<file path="config.mk">
export PLATFORM = sky130hd
export DESIGN_NAME = wb_arbiter
export DESIGN_NICKNAME = d
export VERILOG_FILES = /design/src/rtl/wb_arbiter.sv
export SDC_FILE = /design/constraint.sdc
export NUM_CORES = 1
export LEC_CHECK = 0
export CORE_ASPECT_RATIO = 1.25
export CORE_MARGIN = 5
export CORE_UTILIZATION = 25
export DETAILED_ROUTE_END_ITERATION = 8
export PLACE_DENSITY = 0.53
export SLEW_MARGIN = 20
export SYNTH_ARGS = -nofsm -noshare
export SYNTH_HDL_FRONTEND = slang
export SYNTH_SLANG_ARGS = --single-unit
</file>
<file path="constraint.sdc">
create_clock -name clk -period 2.7 [get_ports clk]
set_clock_uncertainty 0.1 [all_clocks]
set_input_delay 0.54 -clock clk [delete_from_list [all_inputs] [get_ports clk]]
set_output_delay 0.54 -clock clk [all_outputs]
set_load 0.02 [all_outputs]
</file>
<file path="src/rtl/wb_arbiter.sv">
// Register-file write-port arbiter: pipeline writeback has priority, MDU results
// queue in a small FIFO and drain into idle slots; a busy scoreboard flags hazards.
module wb_arbiter #(
    parameter int DEPTH = 2,
    parameter int CW    = 2
) (
    input  logic          clk,
    input  logic          rst,
    input  logic          pipe_we,
    input  logic [4:0]    pipe_wn,
    input  logic [31:0]   pipe_wd,
    input  logic          mdu_valid,
    input  logic [4:0]    mdu_wn,
    input  logic [31:0]   mdu_wd,
    output logic          mdu_ready,
    input  logic          issue_valid,
    input  logic [4:0]    issue_wn,
    input  logic [4:0]    chk_rs,
    input  logic [4:0]    chk_rt,
    output logic          src_stall,
    output logic          issue_stall,
    output logic          RegWrite,
    output logic [4:0]    WN,
    output logic [31:0]   WD,
    output logic [CW-1:0] q_count
);
    localparam int PW = (DEPTH > 1) ? $clog2(DEPTH) : 1;

    logic [4:0]    fifo_wn [DEPTH];
    logic [31:0]   fifo_wd [DEPTH];

    logic [PW-1:0] head_reg, head_next;
    logic [PW-1:0] tail_reg, tail_next;
    logic [CW-1:0] count_reg, count_next;
    logic [31:0]   busy_reg, busy_next;

    logic          pipe_busy;
    logic          push;
    logic          pop;
    logic [4:0]    head_wn;
    logic [31:0]   head_wd;

    // A pipeline write to r0 leaves the port slot free for the FIFO.
    assign pipe_busy = pipe_we && (pipe_wn != 5'd0);
    assign head_wn   = fifo_wn[head_reg];
    assign head_wd   = fifo_wd[head_reg];

    // Ready depends only on the registered count, so a full FIFO stays closed
    // even in a cycle where the head drains.
    assign mdu_ready = (count_reg < CW'(DEPTH));
    assign push      = mdu_valid && mdu_ready;
    assign pop       = !rst && !pipe_busy && (count_reg != '0);
    assign q_count   = count_reg;

    always_comb begin
        head_next  = head_reg;
        tail_next  = tail_reg;
        count_next = count_reg;
        if (pop) begin
            head_next = head_reg + PW'(1);
        end
        if (push) begin
            tail_next = tail_reg + PW'(1);
        end
        case ({push, pop})
            2'b10:   count_next = count_reg + CW'(1);
            2'b01:   count_next = count_reg - CW'(1);
            default: count_next = count_reg;
        endcase
    end

    // Scoreboard: a set from a new issue overrides a clear from a drain.
    assign busy_next[0] = 1'b0;
    generate
        for (genvar gi = 1; gi < 32; gi++) begin : g_busy
            logic set_bit;
            logic clr_bit;
            assign set_bit       = issue_valid && (issue_wn == 5'(gi));
            assign clr_bit       = pop && (head_wn == 5'(gi));
            assign busy_next[gi] = set_bit | (busy_reg[gi] & ~clr_bit);
        end
    endgenerate

    assign src_stall   = busy_reg[chk_rs] | busy_reg[chk_rt];
    assign issue_stall = busy_reg[issue_wn];

    always_ff @(posedge clk) begin
        if (push) begin
            fifo_wn[tail_reg] <= mdu_wn;
            fifo_wd[tail_reg] <= mdu_wd;
        end
    end

    always_ff @(posedge clk) begin
        if (rst) begin
            head_reg  <= '0;
            tail_reg  <= '0;
            count_reg <= '0;
            busy_reg  <= '0;
        end else begin
            head_reg  <= head_next;
            tail_reg  <= tail_next;
            count_reg <= count_next;
            busy_reg  <= busy_next;
        end
    end

    always_comb begin
        RegWrite = 1'b0;
        WN       = 5'd0;
        WD       = 32'd0;
        if (!rst) begin
            if (pipe_busy) begin
                RegWrite = 1'b1;
                WN       = pipe_wn;
                WD       = pipe_wd;
            end else if (count_reg != '0) begin
                // Results destined for r0 still drain, but never write.
                RegWrite = (head_wn != 5'd0);
                WN       = head_wn;
                WD       = head_wd;
            end
        end
    end
endmodule

</file>
**Word-level counts from Yosys, hierarchy flattened**

Memories as Yosys holds them, arrays and structs flattened. A register that Yosys moved wholly into a read port is not among the register bits.
Cells that the tools add are included.

- Add/subtract/negate cells: 4
- Magnitude comparators: 4
- Eq/ne operators: 64
- Multiplexer cells: 22
- Bitwise operators: 94
- Reductions and logical operators: 72

Operators with widths:

| operator | number |
|---|---|
| $eq 5x5->1 const B | 32 |
| $mux 32 | 3 |
| $eq 5x4->1 const B | 16 |
| $logic_and 1x1->1 | 66 |
| $eq 5x3->1 const B | 8 |
| $or 1x1->1 | 32 |
| $and 1x1->1 | 31 |
| $not 1->1 | 31 |
| $eq 5x2->1 const B | 4 |
| $lt 5x6->1 const B | 3 |
| $bmux 1 s5 | 3 |
| $mux 5 | 3 |
| $mux 1 | 12 |
| $eq 5x1->1 const B | 2 |
| $reduce_bool 5->1 | 2 |
| $pmux 2 s2 | 1 |
| $reduce_bool 2->1 | 2 |
| $add 1x1->1 const B | 2 |
| $add 2x1->2 const B | 1 |
| $eq 2x1->1 const B | 1 |
| $eq 2x2->1 const B | 1 |
| $logic_not 1->1 | 2 |
| $lt 2x2->1 const B | 1 |
| $sub 2x1->2 const B | 1 |

- Bits in registers: 36
- Memory bits (writable): 74
- Input port bits: 94
- Output and inout port bits: 43
- Word-level logic and storage cells: 267
- Memories kept: 2

Memories:

| memory | depth | bits a word | read ports | clocked after memory_dff | wr ports | line | text |
|---|---|---|---|---|---|---|---|
| fifo_wd | 2 | 32 | 1 | 1 | 1 | 30 | `logic [31:0] fifo_wd [DEPTH];` |
| fifo_wn | 2 | 5 | 1 | 1 | 1 | 29 | `logic [4:0] fifo_wn [DEPTH];` |

**Depth between registers and ports, before layout**

Gate-level depths: netlist of run 1.

- Depth in word-level cells: 9
- Mapped depth: 10
- Depth with buffers taken out: 8

**Worst setup path before layout of run 1**

Ideal clock, no wire load.

- Kind: input-to-output
- Start point: input pipe_wn[0]
- End point: output WD[29]
- Arrival time: 2323 ps
- Required time: 2060 ps
- Path slack: -263 ps
- Stages: 7
- Path buffers: 3
- Cell sequence: or4_1 > o21a_1 > buf_6 > or3_1 > buf_6 > buf_6 > o2bb2ai_1

- Word-level cells in the longest chain between the ends: 4

RTL lines:

| what | line | text |
|---|---|---|
| start, declared | 10 | `input logic [4:0] pipe_wn,` |
| $reduce_bool 5->1 | 44 | `assign pipe_busy = pipe_we && (pipe_wn != 5'd0);` |
| $logic_and 1x1->1 | 44 |  |
| $mux 32 | 113 | `if (pipe_busy) begin` |
| $mux 32 | 112 | `if (!rst) begin` |
| end, declared | 24 | `output logic [31:0] WD,` |

No other way between the ends.

**Worst setup path after layout of run 1**

- Start point: input pipe_wn[3]
- End point: output WN[0]

- Word-level cells in the longest chain between the ends: 4

RTL lines:

| what | line | text |
|---|---|---|
| $reduce_bool 5->1 | 44 |  |
| $logic_and 1x1->1 | 44 |  |
| $mux 5 | 113 |  |
| $mux 5 | 112 |  |
| end, declared | 23 | `output logic [4:0] WN,` |

No other way between the ends.

==> results of run 1 <==
synthesized netlist by cell type, drive strengths merged, types with 2 or more instances:
library cell / n
o211ai: 8
mux4: 24
mux2i: 42
nor2: 15
a22oi: 2
nand2b: 4
and3b: 4
o41ai: 30
a21oi: 37
a32oi: 2
nand2: 37
dfxtp: 36
clkbuf: 22
xor2: 2
nor3b: 4
or3: 3
and3: 2
nor2b: 5
inv: 11
edfxtp: 74
o2bb2ai: 36
o21ai: 4
a2111oi: 2
buf: 18
nor3: 4
nand3: 2
mux2: 4
power breakdown:
group	internal [W]	switching, W	leakage [nW]
registers	0.00200	0.0000687	0.984
logic	0.000850	0.000987	2.00
clock network	0.000646	0.000635	0.136
total	0.00350	0.00169	3.12
kinds of logic (layout without fill, tap and decap cells):
family                   Yosys count  in the layout  synth area share (%)
buffers and inverters             51            240                  4.15
flip-flops                       110            110                  52.2
other                              0              2                     0
adder cells (fa/ha/maj)            1              1                 0.222
multiplexers                      70             70                  17.8
XOR/XNOR                           3              3                 0.466
AO/OA/AOI/OAI                    133            133                  17.8
AND/OR/NAND/NOR                   85             86                  7.34
path summary, 6_finish.rpt:
check / startpoint / to / slack [ns] / cells past startpoint
worst max-delay path: pipe_wn[3] / WN[0] / -0.29 / 8
worst min-delay path: busy_reg[27]$_SDFF_PP0_ / busy_reg[27]$_SDFF_PP0_ / 0.41 / 2
worst max register to register: q_count[1]$_SDFFE_PP0P_ / q_count[1]$_SDFFE_PP0P_ / 0.58 / 8
worst min register to register: busy_reg[27]$_SDFF_PP0_ / busy_reg[27]$_SDFF_PP0_ / 0.41 / 2
critical path, cell delays in order:
cell,delay [ns]
buf_6,0.10
or4_4,0.54
o21a_4,0.25
or3_4,0.35
buf_12,0.16
buf_12,0.15
o2bb2ai_4,0.13
buf_6,0.13
timing repair:
action | 4_1_cts | 5_1_grt
setup endpoints to repair | 42 | 41
pin swaps | 12 | 8
buffers inserted | 9 | 1
cloned | 4 | 1
resized for setup | 323 | 18
per-layer routing:
metal	share of wire (%)	vias up
li1	-	2190
met1	39	2256
met2	51	199
met3	7.1	26
met4	2.4	0
met5	0	-
stage by stage:
step	worst slack (ns)	total power, W	utilization [%]	std cells
4_1_cts	-0.331	0.00524	40.7	925
6_report	-0.295	0.00519	41.0	928
2_1_floorplan	-0.118	0.00303	-	453
3_3_place_gp	-1.08	0.00376	37.6	897
5_1_grt	-0.316	0.00543	41.0	926
3_5_place_dp	-1.09	0.00379	37.6	897
layout make-up:
type	instances	area, um2	area share [%]
clock inverter	7	63.8	0.700
timing repair buffer	213	2250	24.7
clock buffer	9	225	2.47
sequential	110	2950	32.3
multi-input combinational	293	3230	35.4
tap	283	354	3.89
inverter	11	41.3	0.453
antenna	2	5.00	0.0549
==> impl_metrics.py, run 1 <==
metrics = {
    "logic_synthesis": {
        "syn_inst": 453,
        "async_flop_share_pct": 0,
        "yosysSeqAreaShare_pct": 52.2,
        "synthesis.nets": 548,
        "synth_area_per_cell_um2": 12.4,
        "yosysWarnings": 0,
        "synth_top_area_share_pct": 39.4,
        "synthTopCellsByArea": "edfxtp_1 (39%), dfxtp_1 (13%), mux4_2 (9.6%)",
        "yosysUniqueCellTypes": 49,
        "synth_area_um2": 5640,
        "yosysTopAreaCell": "edfxtp_1",
        "synth-edff-count": 74,
        "ys_seq_elements": 110,
        "synth_ff_type": "edfxtp_1",
    },
    "sta": {
        "tightest_slew_ns": 0.634,
        "rsz0062_at_grt": "true",
        "hold_viol": 0,
        "maxSlewHeadroom_pct": 57.7,
        "fin_ws_ns": -0.295,
        "fin_crit_sh_pct": 111,
        "slew_violations": 0,
        "period_minus_slack_ns": 2.99,
        "max_freq_ghz": 0.334,
        "timing.hold.ws_ns": 0.407,
        "setup_violations": 38,
        "setup_tns_ns": -9.78,
    },
    "routing": {
        "routed_wl_um": 18000,
        "routedWlPerCell_um": 19.4,
        "drtIter0Drc": 436,
        "vias": 4671,
        "via_per_inst": 5.03,
        "drc": 0,
        "dr.pass1.iters": 5,
        "ant_nets": 0,
    },
    "clock_network": {
        "clock-sinks": 110,
        "cts_root_buf": "clkbuf_16",
        "ctsHoldBuffers": 0,
        "cts_tree": "yes",
        "cts_buffers": 9,
        "clk_latency_ns": 0.34,
        "ctsLongestPathBuffers": 2,
        "cts.reportedPaths.clkPinSlew_ns": 0.07,
        "htree_num_levels": 3,
    },
    "die": {
        "die_w_um": 144,
        "num_io_pins": 137,
        "fp.coreArea_um2": 22200,
        "die_h_um": 178,
        "start_util_pct": 25.4,
        "die_area_um2": 25700,
        "rows": 61,
    },
    "global_routing": {
        "track_usage_pct": 13.6,
        "grt_first_pass_wirelength_um": 27000,
        "grtUsageMet1_pct": 16.2,
        "grt_pass1_vias": 4922,
        "grt_max_degree": 68,
        "grt_use_met2_pct": 23.3,
        "grt-busiest-layer": "met2",
        "met3_usage_pct": 3.56,
        "overflow": 0,
        "antenna_found_initial": 0,
    },
    "worst_setup_path": {
        "worst_setup_path_end_kind": "primary output",
        "crit_arrival_ns": 2.35,
        "critical_path_class": "input port to primary output",
        "required_ns": 2.06,
        "critPathLaunchType": "input port",
        "crit_fanout": 7,
    },
    "finish": {
        "nets": 733,
        "area_growth_pct": 61.6,
        "largest_reg_flops": 64,
        "drive_gt1_share_pct": 35.8,
        "final_area_um2": 9110,
        "mostFrequentLayoutCells": "clkdlybuf4s50_1 (81), edfxtp_1 (74), buf_6 (53)",
        "mostFrequentLayoutCell": "clkdlybuf4s50_1",
        "n_fill_cell": 2009,
    },
    "power_and_ir_drop": {
        "p_leak_nw": 3.12,
        "ir_drop_v": 0.000301,
        "powerDensity_nw_per_um2": 569,
    },
    "place": {
        "dpl-instance-area_um2": 8350,
        "io_buffers": 136,
        "dp.final_hpwl_um": 13200,
        "gp_congestion": 0.840,
    },
    "outcome": {
        "violations": "negative setup slack",
        "outcome": "complete, but fails checks",
    },
    "run": {
        "cap_violations": 0,
    },
    "hold_path": {
        "hp-class": "flop to flop",
    },
}
(Power assumes the default switching activity.)
==> inputs of run 2 (changes only) <==
CTS_CLUSTER_SIZE = 14   (was not set)
SETUP_SLACK_MARGIN = 0.3   (was not set)
==> impl_metrics.py, run 2 (synthesis gave the netlist of run 1 again) <==
metrics = {
    "worst_setup_path": {
        "critPathLaunchType": "input port",
        "crit_fanout": 7,
        "crit_arrival_ns": 2.34,
        "critical_path_class": "input port to primary output",
        "required_ns": 2.06,
        "path_delay_family": "simple AND/OR/NAND/NOR gates",
        "slowest_stage": "or4_1",
        "worst_setup_path_end_kind": "primary output",
        "worst-path-buf-inv": 4,
        "slowest_delay_ns": 0.51,
        "path_cells": "buf_6 -> or4_1 -> o21a_1 -> or3_4 -> buf_12 -> buf_12 -> o2bb2ai_4 -> buf_6",
    },
    "die": {
        "fp.coreArea_um2": 22200,
        "die_h_um": 178,
        "die_area_um2": 25700,
        "rows": 61,
        "die_w_um": 144,
        "num_io_pins": 137,
        "start_util_pct": 25.4,
    },
    "clock_network": {
        "clk_latency_ns": 0.35,
        "cts.reportedPaths.clkPinSlew_ns": 0.08,
        "cts_root_buf": "clkbuf_16",
        "ctsLongestPathBuffers": 2,
        "cts_buffers": 9,
        "clock-sinks": 110,
        "htree_num_levels": 3,
        "cts_tree": "yes",
    },
    "finish": {
        "drive_gt1_share_pct": 34.5,
        "n_antenna_cell": 0,
        "multi_input_area_um2": 3230,
        "register_area_um2": 2940,
        "final_cells": 917,
        "mostFrequentLayoutCell": "clkdlybuf4s50_1",
        "nets": 724,
        "final_area_um2": 9120,
        "mostFrequentLayoutCells": "clkdlybuf4s50_1 (80), edfxtp_1 (74), buf_6 (51)",
        "largest_reg_flops": 64,
        "n_fill_cell": 2017,
        "area_growth_pct": 61.7,
    },
    "sta": {
        "maxSlewHeadroom_pct": 38.7,
        "slew_violations": 0,
        "tightest_slew_ns": 0.919,
        "timing.hold.ws_ns": 0.402,
        "fin_ws_ns": -0.280,
        "setup_violations": 38,
        "period_minus_slack_ns": 2.98,
        "fin_crit_sh_pct": 110,
        "max_freq_ghz": 0.336,
        "rsz0062_at_grt": "true",
        "hold_viol": 0,
    },
    "routing": {
        "routed_wl_um": 17400,
        "via_per_inst": 4.98,
        "routedWlPerCell_um": 18.9,
        "drc": 0,
        "ant_nets": 0,
        "dr.pass1.iters": 4,
        "drtIter0Drc": 258,
        "vias": 4571,
    },
    "place": {
        "gp_congestion": 0.823,
        "dp_cells": 888,
        "pre_cts_ws_ns": -1.08,
        "dpl-instance-area_um2": 8320,
        "dp.final_hpwl_um": 13000,
        "io_buffers": 136,
    },
    "power_and_ir_drop": {
        "power_w": 0.00531,
        "ir_drop_v": 0.000272,
        "p_seq_share_pct": 39.0,
        "powerDensity_nw_per_um2": 583,
        "internal-power_w": 0.00367,
        "power.share.clock_pct": 27.1,
        "p_leak_nw": 3.10,
        "comb_power_share_pct": 33.9,
        "power_switching_share_pct": 30.9,
        "switchingPower_w": 0.00164,
    },
    "outcome": {
        "violations": "negative setup slack",
        "outcome": "complete, but fails checks",
    },
    "run": {
        "cap_violations": 0,
    },
    "global_routing": {
        "overflow": 0,
        "grt_use_met2_pct": 23.6,
        "antenna_found_initial": 1,
        "grt-busiest-layer": "met2",
        "grt_pass1_vias": 4963,
        "met3_usage_pct": 3.91,
        "grt_first_pass_wirelength_um": 27100,
        "track_usage_pct": 13.7,
        "grt_max_degree": 67,
        "grtUsageMet1_pct": 15.8,
    },
    "hold_path": {
        "hp-class": "flop to flop",
    },
}
==> run 2: path summary, 6_finish.rpt <==
kind,startpoint,to,slack (ns),cells after the start
hold reg to reg,head_reg$_SDFFE_PP0P_,flop,0.40,2
hold / removal,head_reg$_SDFFE_PP0P_,flop,0.40,2
setup reg to reg,flop,busy_reg[9]$_SDFF_PP0_,0.63,5
setup / recovery,pipe_wn[0],WD[9],-0.28,8
==> run 2: timing repair <==
action / in CTS / in global routing
gates cloned: 6 / 0
hold buffers: 0 / 0
pin swaps: 12 / 8
endpoints found under the setup margin: 43 / 42
gates resized for setup: 325 / 7
setup buffers: 7 / 0
==> run 2: through the flow <==
step | TNS (ns) | utilization, %
global placement | -43.18 | 37.5
detailed placement | -43.21 | 37.5
CTS | -12.05 | 40.9
global route | -11.49 | 41.0
finish | -9.62 | 41.0
floorplan | -4.10 | -
==> run 2: power groups by stage <==
stage / Clock (W) / Combinational [W] / Sequential [W]
6_report: 0.00144 / 0.00180 / 0.00207
5_1_grt: 0.00154 / 0.00193 / 0.00210
4_1_cts: 0.00149 / 0.00183 / 0.00208
3_5_place_dp: 0 / 0.00166 / 0.00211
3_3_place_gp: 0 / 0.00164 / 0.00211
2_1_floorplan: 0 / 0.000942 / 0.00211
==> run 2: tightest hold or removal path: cells and delay by family (launching register included) <==
family / cells / cell delay (ns)
flip-flops: 1 / 0.31
AO/OA/AOI/OAI: 2 / 0.17
==> run 2: area by class of cell <==
type | instances | share of cell area [%]
Multi-Input combinational cell | 292 | 35.5
Tap cell | 283 | 3.88
Timing Repair Buffer | 205 | 24.3
Clock buffer | 9 | 2.47
Clock inverter | 7 | 1.15
Inverter | 11 | 0.453
Sequential cell | 110 | 32.3
==> run 2: metal layers <==
layer	share of wire (%)	vias to the layer above	wire (um)
met5	0.040	-	7
met4	1.9	2	322
met3	7.5	24	1300
met2	53	167	9150
met1	38	2221	6570
li1	-	2157	-
